===== src/rtl/io_pkg.sv =====
// Shared constants for the memory-mapped IO controller: register offsets
// inside the 64-byte window and the hex-to-seven-segment encoding.
package io_pkg;

  localparam logic [5:0] OFF_SW      = 6'h00;
  localparam logic [5:0] OFF_CONFIRM = 6'h04;
  localparam logic [5:0] OFF_LED     = 6'h10;
  localparam logic [5:0] OFF_DISP    = 6'h20;
  localparam logic [5:0] OFF_DIG_EN  = 6'h24;

  // Segment byte layout is {dp,g,f,e,d,c,b,a}, active-high.
  localparam int SEG_A  = 0;
  localparam int SEG_B  = 1;
  localparam int SEG_C  = 2;
  localparam int SEG_D  = 3;
  localparam int SEG_E  = 4;
  localparam int SEG_F  = 5;
  localparam int SEG_G  = 6;
  localparam int SEG_DP = 7;

  localparam logic [7:0] HEX_SEG [16] = '{
    8'h3F, 8'h06, 8'h5B, 8'h4F, 8'h66, 8'h6D, 8'h7D, 8'h07,
    8'h7F, 8'h6F, 8'h77, 8'h7C, 8'h39, 8'h5E, 8'h79, 8'h71
  };

  function automatic logic [7:0] hex_to_seg(input logic [3:0] nib);
    logic [7:0] seg;
    seg         = HEX_SEG[nib];
    seg[SEG_DP] = 1'b0;
    return seg;
  endfunction

endpackage


===== src/rtl/io_debouncer.sv =====
// Two-flop synchroniser followed by a stability counter; the output only
// follows the input once it has held one value for DEBOUNCE_CYCLES cycles.
module io_debouncer #(
  parameter int WIDTH           = 1,
  parameter int DEBOUNCE_CYCLES = 20000
) (
  input  logic             clk,
  input  logic             rst,
  input  logic [WIDTH-1:0] i_raw,
  output logic [WIDTH-1:0] o_stable
);

  localparam int CNT_W = $clog2(DEBOUNCE_CYCLES + 1);

  logic [WIDTH-1:0] r_sync1;
  logic [WIDTH-1:0] r_sync2;
  logic [WIDTH-1:0] r_cand;
  logic [WIDTH-1:0] r_stable;
  logic [CNT_W-1:0] r_cnt;

  always_ff @(posedge clk) begin
    if (!rst) begin
      r_sync1  <= '0;
      r_sync2  <= '0;
      r_cand   <= '0;
      r_stable <= '0;
      r_cnt    <= '0;
    end else begin
      r_sync1 <= i_raw;
      r_sync2 <= r_sync1;
      // Any bit change restarts the count; the count parks at its terminal value.
      if (r_sync2 != r_cand) begin
        r_cand <= r_sync2;
        r_cnt  <= '0;
      end else if (r_cnt == CNT_W'(DEBOUNCE_CYCLES - 1)) begin
        r_stable <= r_cand;
      end else begin
        r_cnt <= r_cnt + 1'b1;
      end
    end
  end

  assign o_stable = r_stable;

endmodule


===== src/rtl/mmio_io_ctrl.sv =====
// Memory-mapped IO window: debounced switches/enter with sticky confirm,
// LED register and a scanned seven-segment display, with registered reads.
module mmio_io_ctrl
  import io_pkg::*;
#(
  parameter int          SW_WIDTH        = 16,
  parameter int          LED_WIDTH       = 16,
  parameter int          DIGITS          = 8,
  parameter int          DEBOUNCE_CYCLES = 20000,
  parameter int          SCAN_DIV        = 50000,
  parameter logic [31:0] BASE_ADDR       = 32'hFFFF_FC00
) (
  input  logic                 clk,
  input  logic                 rst,
  input  logic                 io_rd,
  input  logic                 io_wr,
  input  logic [31:0]          addr,
  input  logic [31:0]          wdata,
  output logic [31:0]          rdata,
  output logic                 rvalid,
  input  logic [SW_WIDTH-1:0]  sw_in,
  input  logic                 enter_in,
  output logic [LED_WIDTH-1:0] led_out,
  output logic [DIGITS-1:0]    tub_sel,
  output logic [7:0]           seg_left,
  output logic [7:0]           seg_right
);

  localparam int IDX_W  = (DIGITS > 2) ? $clog2(DIGITS) : 1;
  localparam int SCAN_W = (SCAN_DIV > 1) ? $clog2(SCAN_DIV) : 1;
  localparam int HALF   = DIGITS / 2;

  logic [SW_WIDTH-1:0]  w_sw_db;
  logic                 w_enter_db;
  logic                 w_hit;
  logic [5:0]           w_off;
  logic                 w_rd_hit;
  logic                 w_wr_hit;
  logic                 w_enter_rise;
  logic [31:0]          w_rd_mux;
  logic [DIGITS-1:0]    w_tub_sel;
  logic [IDX_W+1:0]     w_nib_base;
  logic [3:0]           w_nib;
  logic [7:0]           w_seg;

  logic [31:0]          r_rdata;
  logic                 r_rvalid;
  logic [LED_WIDTH-1:0] r_led;
  logic                 r_confirm;
  logic                 r_enter_prev;
  logic [31:0]          r_disp;
  logic [DIGITS-1:0]    r_digit_en;
  logic [IDX_W-1:0]     r_idx;
  logic [SCAN_W-1:0]    r_scan_cnt;

  io_debouncer #(
    .WIDTH           (SW_WIDTH),
    .DEBOUNCE_CYCLES (DEBOUNCE_CYCLES)
  ) u_sw_db (
    .clk      (clk),
    .rst      (rst),
    .i_raw    (sw_in),
    .o_stable (w_sw_db)
  );

  io_debouncer #(
    .WIDTH           (1),
    .DEBOUNCE_CYCLES (DEBOUNCE_CYCLES)
  ) u_enter_db (
    .clk      (clk),
    .rst      (rst),
    .i_raw    (enter_in),
    .o_stable (w_enter_db)
  );

  assign w_hit        = (addr[31:6] == BASE_ADDR[31:6]);
  assign w_off        = addr[5:0];
  assign w_rd_hit     = io_rd && w_hit;
  assign w_wr_hit     = io_wr && w_hit;
  assign w_enter_rise = w_enter_db && !r_enter_prev;

  // Read data is taken from current register state, so a same-cycle write is not seen.
  always_comb begin
    w_rd_mux = '0;
    case (w_off)
      OFF_SW:      w_rd_mux = 32'(w_sw_db);
      OFF_CONFIRM: w_rd_mux = {30'd0, w_enter_db, r_confirm};
      OFF_LED:     w_rd_mux = 32'(r_led);
      OFF_DISP:    w_rd_mux = r_disp;
      OFF_DIG_EN:  w_rd_mux = 32'(r_digit_en);
      default:     w_rd_mux = '0;
    endcase
  end

  always_ff @(posedge clk) begin
    if (!rst) begin
      r_rdata  <= '0;
      r_rvalid <= 1'b0;
    end else begin
      r_rvalid <= w_rd_hit;
      if (w_rd_hit) begin
        r_rdata <= w_rd_mux;
      end
    end
  end

  always_ff @(posedge clk) begin
    if (!rst) begin
      r_led      <= '0;
      r_disp     <= '0;
      r_digit_en <= '1;
    end else if (w_wr_hit) begin
      case (w_off)
        OFF_LED:    r_led      <= wdata[LED_WIDTH-1:0];
        OFF_DISP:   r_disp     <= wdata;
        OFF_DIG_EN: r_digit_en <= wdata[DIGITS-1:0];
        default:    ;
      endcase
    end
  end

  // A new press outranks the read-to-clear landing in the same cycle.
  always_ff @(posedge clk) begin
    if (!rst) begin
      r_confirm    <= 1'b0;
      r_enter_prev <= 1'b0;
    end else begin
      r_enter_prev <= w_enter_db;
      if (w_enter_rise) begin
        r_confirm <= 1'b1;
      end else if (w_rd_hit && (w_off == OFF_CONFIRM)) begin
        r_confirm <= 1'b0;
      end
    end
  end

  always_ff @(posedge clk) begin
    if (!rst) begin
      r_scan_cnt <= '0;
      r_idx      <= '0;
    end else if (r_scan_cnt == SCAN_W'(SCAN_DIV - 1)) begin
      r_scan_cnt <= '0;
      r_idx      <= (r_idx == IDX_W'(DIGITS - 1)) ? '0 : r_idx + 1'b1;
    end else begin
      r_scan_cnt <= r_scan_cnt + 1'b1;
    end
  end

  for (genvar gi = 0; gi < DIGITS; gi++) begin : g_tub
    assign w_tub_sel[gi] = (r_idx == IDX_W'(gi)) && r_digit_en[gi];
  end

  assign w_nib_base = {r_idx, 2'b00};
  assign w_nib      = r_disp[w_nib_base +: 4];
  assign w_seg      = r_digit_en[r_idx] ? hex_to_seg(w_nib) : 8'h00;

  assign rdata     = r_rdata;
  assign rvalid    = r_rvalid;
  assign led_out   = r_led;
  assign tub_sel   = w_tub_sel;
  assign seg_right = (r_idx <  IDX_W'(HALF)) ? w_seg : 8'h00;
  assign seg_left  = (r_idx >= IDX_W'(HALF)) ? w_seg : 8'h00;

endmodule

===== config.mk =====
export PLATFORM = sky130hd
export DESIGN_NAME = mmio_io_ctrl
export DESIGN_NICKNAME = d
export VERILOG_FILES = /design/src/rtl/io_pkg.sv /design/src/rtl/io_debouncer.sv /design/src/rtl/mmio_io_ctrl.sv
export SDC_FILE = /design/constraint.sdc
export NUM_CORES = 1
export LEC_CHECK = 0
export BUFFER_PORTS_ARGS = -buffer_cell sky130_fd_sc_hd__buf_2
export CAP_MARGIN = 20
export CORE_MARGIN = 8
export CORE_UTILIZATION = 50
export DETAILED_ROUTE_END_ITERATION = 16
export PLACE_DENSITY_LB_ADDON = 0.08
export SLEW_MARGIN = 20
export SYNTH_ARGS = -nofsm -noshare
export SYNTH_HDL_FRONTEND = slang
export SYNTH_SLANG_ARGS = --single-unit

===== constraint.sdc =====
create_clock -name clk -period 9.75 [get_ports clk]
set_input_delay 1.95 -clock clk [delete_from_list [all_inputs] [get_ports clk]]
set_output_delay 1.95 -clock clk [all_outputs]
set_load 0.005 [all_outputs]

==> summary.md <==
| Metric | Value |
|---|---|
| DP Area | `9497 um2` |
| Initial DRC count | `507` |
| Netlist cell types | `50` |
| CP startpoint kind | `register` |
| Syn avg cell area | `9.754 um2` |
| Vias per Instance | `5.342` |
| Setup crit end kind | `output pin` |
| H-tree Lvls | `1` |
| Routed WL per cell | `17.37 um` |
| Clock Latency Late Sink | `0.50 ns` |
| Gpl congestion | `0.8457` |
| Flops & latches, synth | `208` |
| Sw Ratio | `0.2059` |
| Clock share of power | `0.478` |
| Post-synth EDFFs | `0` |
| Hold Vio Cnt, Final | `0` |
| Initial antenna violation count | `1` |
| # setup viols final | `0` |
| Top-area cell type share of the netlist area | `0.4851` |
| Nets | `1118` |
| CP required | `7.80 ns` |
| P per Cell Area | `172.6 nW/um2` |
| CTS tree | `yes` |
| Largest cells by area after synthesis | `dfxtp_1, mux2i_1, nor2_1` |
| Seq pwr share | `0.490` |
| Synthesized area | `8583 um2` |
| Sum Neg Setup Slack | `0 ns` |
| Total CTS buffers | `22` |
| Fin area | `10250 um2` |
| Fmax | `180.8 MHz` |
| Cts hold-fix bufs | `0` |
| Final Total Pwr | `1.769 mW` |
| Minimum clock period | `5.532 ns` |
| Die X | `147.0 um` |
| Bufs on Longest Clock Path | `3` |
| DRT Wirelength | `21.87 mm` |
| Buffers added on ports | `155` |
| Largest net degree at the start of global routing | `74` |
| Async SR Flop Fraction | `0` |
| Lkg Pwr | `4.714 nW` |
| Comb power frac | `0.033` |
| Top cells by count, synth | `dfxtp_1, nor2_1, mux2i_1` |
| Vias post-DR | `6725` |
| Top-count cell post-synth | `dfxtp_1` |
| Pint | `1.405 mW` |
| Grt total ovfl | `0` |
| Yosys warnings | `0` |
| I/O pin cnt | `158` |
| Die Y-Extent | `147.0 um` |
| Share of cells above drive strength 1 | `0.2130` |
| Setup Skew | `0.01559 ns` |
| Global-route wire length before repair | `34.96 mm` |
| Data arrival time of the worst path | `3.58 ns` |
| Biggest area consumer among synthesized cells | `dfxtp_1` |
| Drt pass-1 iters | `8` |
| Unrepaired setup endpoints after global routing | `false` |
| Relative slew slack | `0.3172` |
| Clk sinks | `208` |
| Period utilization | `0.5673` |
| Max_cap viols | `0` |
| Total GRT Usage | `0.1955` |
| Post-CTS setup buffer count | `0` |
| VDD IR max | `0.1289 mV` |
| HP Class | `reg2reg` |
| Reg clk slew, reported paths | `0.06 ns` |
| CTS root buffer | `clkbuf_16` |
| Die area | `21610 um2` |
| DP Wirelength | `15.74 mm` |
| Core area | `17060 um2` |
| Switching power | `0.3642 mW` |
| Post-synth top flop | `dfxtp_1` |
| Syn Inst Count | `880` |
| Crit path kind | `reg2out` |
| DRC | `0` |
| Status | `complete, no violations` |
| Critical path peak fanout | `16` |
| Sequential fraction of the synthesis area | `0.4851` |
| FP Rows | `48` |
| Worst slew pin tran | `0.9957 ns` |
| Max-slew violation count | `0` |
| Starting Density | `0.5032` |
| Layout area overhead | `19.40%` |
| Post-DRT Antenna Nets | `0` |
| Vias in the first global route | `6502` |
| Hold slack | `0.4261 ns` |
| # resized after CTS | `0` |
cells in the final DEF, fill, tap and decap left out, drive strengths merged, types with 16 or more instances in the layout:
master,netlist,final
a22o,23,23
o21ai,20,20
and2,59,59
xor2,31,31
mux2i,66,66
nand3,37,37
dfxtp,208,208
inv,17,17
nor2,112,112
nand4,17,17
clkbuf,34,31
and3,16,16
xnor2,26,26
buf,14,161
a21oi,25,25
nand2,57,57
layout make-up:
cell class / instances / area, um2
multi-input combinational: 607 / 4167
sequential: 208 / 4164
fill: 1533 / 6808
clock buffer: 31 / 655.6
timing repair buffer: 161 / 820.8
inverter: 18 / 67.56
tap: 225 / 281.5
antenna: 1 / 2.502
clock inverter: 8 / 90.09
power by group through the flow:
stage               logic (mW)  registers, mW  clock network, mW
floorplan               0.0300          0.884                  0
global placement        0.0573          0.885                  0
detailed placement      0.0578          0.885                  0
CTS                     0.0582          0.867              0.866
global route            0.0644          0.867              0.904
finish                  0.0576          0.867              0.845
kinds of logic (layout without fill, tap and decap cells):
| kind of cell | Yosys count | in the layout | share of synthesized area |
|---|---|---|---|
| fa+ha+maj | 15 | 15 | 0.02187 |
| xor+xnor | 57 | 57 | 0.05816 |
| mux | 77 | 77 | 0.1045 |
| compound gates | 103 | 103 | 0.08557 |
| other cells | 1 | 3 | 0.0004369 |
| simple gates | 353 | 353 | 0.2117 |
| flops | 208 | 208 | 0.4851 |
| buf+inv | 66 | 218 | 0.03265 |
per-layer routing:
metal,routed length (um),vias to the layer above,track usage,part of all wire
met1,10090,3165,0.2650,0.46
met2,10170,187,0.3173,0.46
li1,-,3355,-,-
met5,0,-,0,0
met4,269,0,0.04284,0.012
met3,1339,18,0.03722,0.061
state kept, by name, indices dropped and copies added, names as in the netlist, 3 cells and up:
| name | count |
|---|---|
| r_disp | 32 |
| rdata | 32 |
| led_out | 16 |
| r_scan_cnt | 16 |
| u_sw_db.o_stable | 16 |
| u_sw_db.r_cand | 16 |
| u_sw_db.r_sync1 | 16 |
| u_sw_db.r_sync2 | 16 |
| u_enter_db.r_cnt | 15 |
| u_sw_db.r_cnt | 15 |
| r_digit_en | 8 |
| r_idx | 3 |
per-stage QoR:
step / cells / utilization / setup slack [ns]
2_1_floorplan: 881 / - / 5.147
5_1_grt: 1259 / 0.6009 / 3.904
4_1_cts: 1258 / 0.6005 / 4.052
6_report: 1259 / 0.6009 / 4.218
3_5_place_dp: 1219 / 0.5568 / 4.572
3_3_place_gp: 1219 / 0.5568 / 4.626
final timing paths:
path | from | end | slack [ns] | cells after the start
max | r_idx[0] | seg_left[6] | 4.22 | 8
min | u_sw_db.r_sync1[5] | u_sw_db.r_sync2[5] | 0.43 | 1
max reg2reg | u_sw_db.r_cand[2] | u_sw_db.r_cnt[2] | 7.18 | 5
min reg2reg | u_sw_db.r_sync1[5] | u_sw_db.r_sync2[5] | 0.43 | 1
critical path, cell delays in order, from the launching register on:
cell	delay, ns
dfxtp_1	0.83
mux4_2	0.61
mux2i_1	0.45
inv_1	0.16
ha_1	0.28
mux2_2	0.27
and2_1	0.17
nor3_1	0.18
buf_2	0.14
No activity file was read; power rests on OpenSTA's default activity.
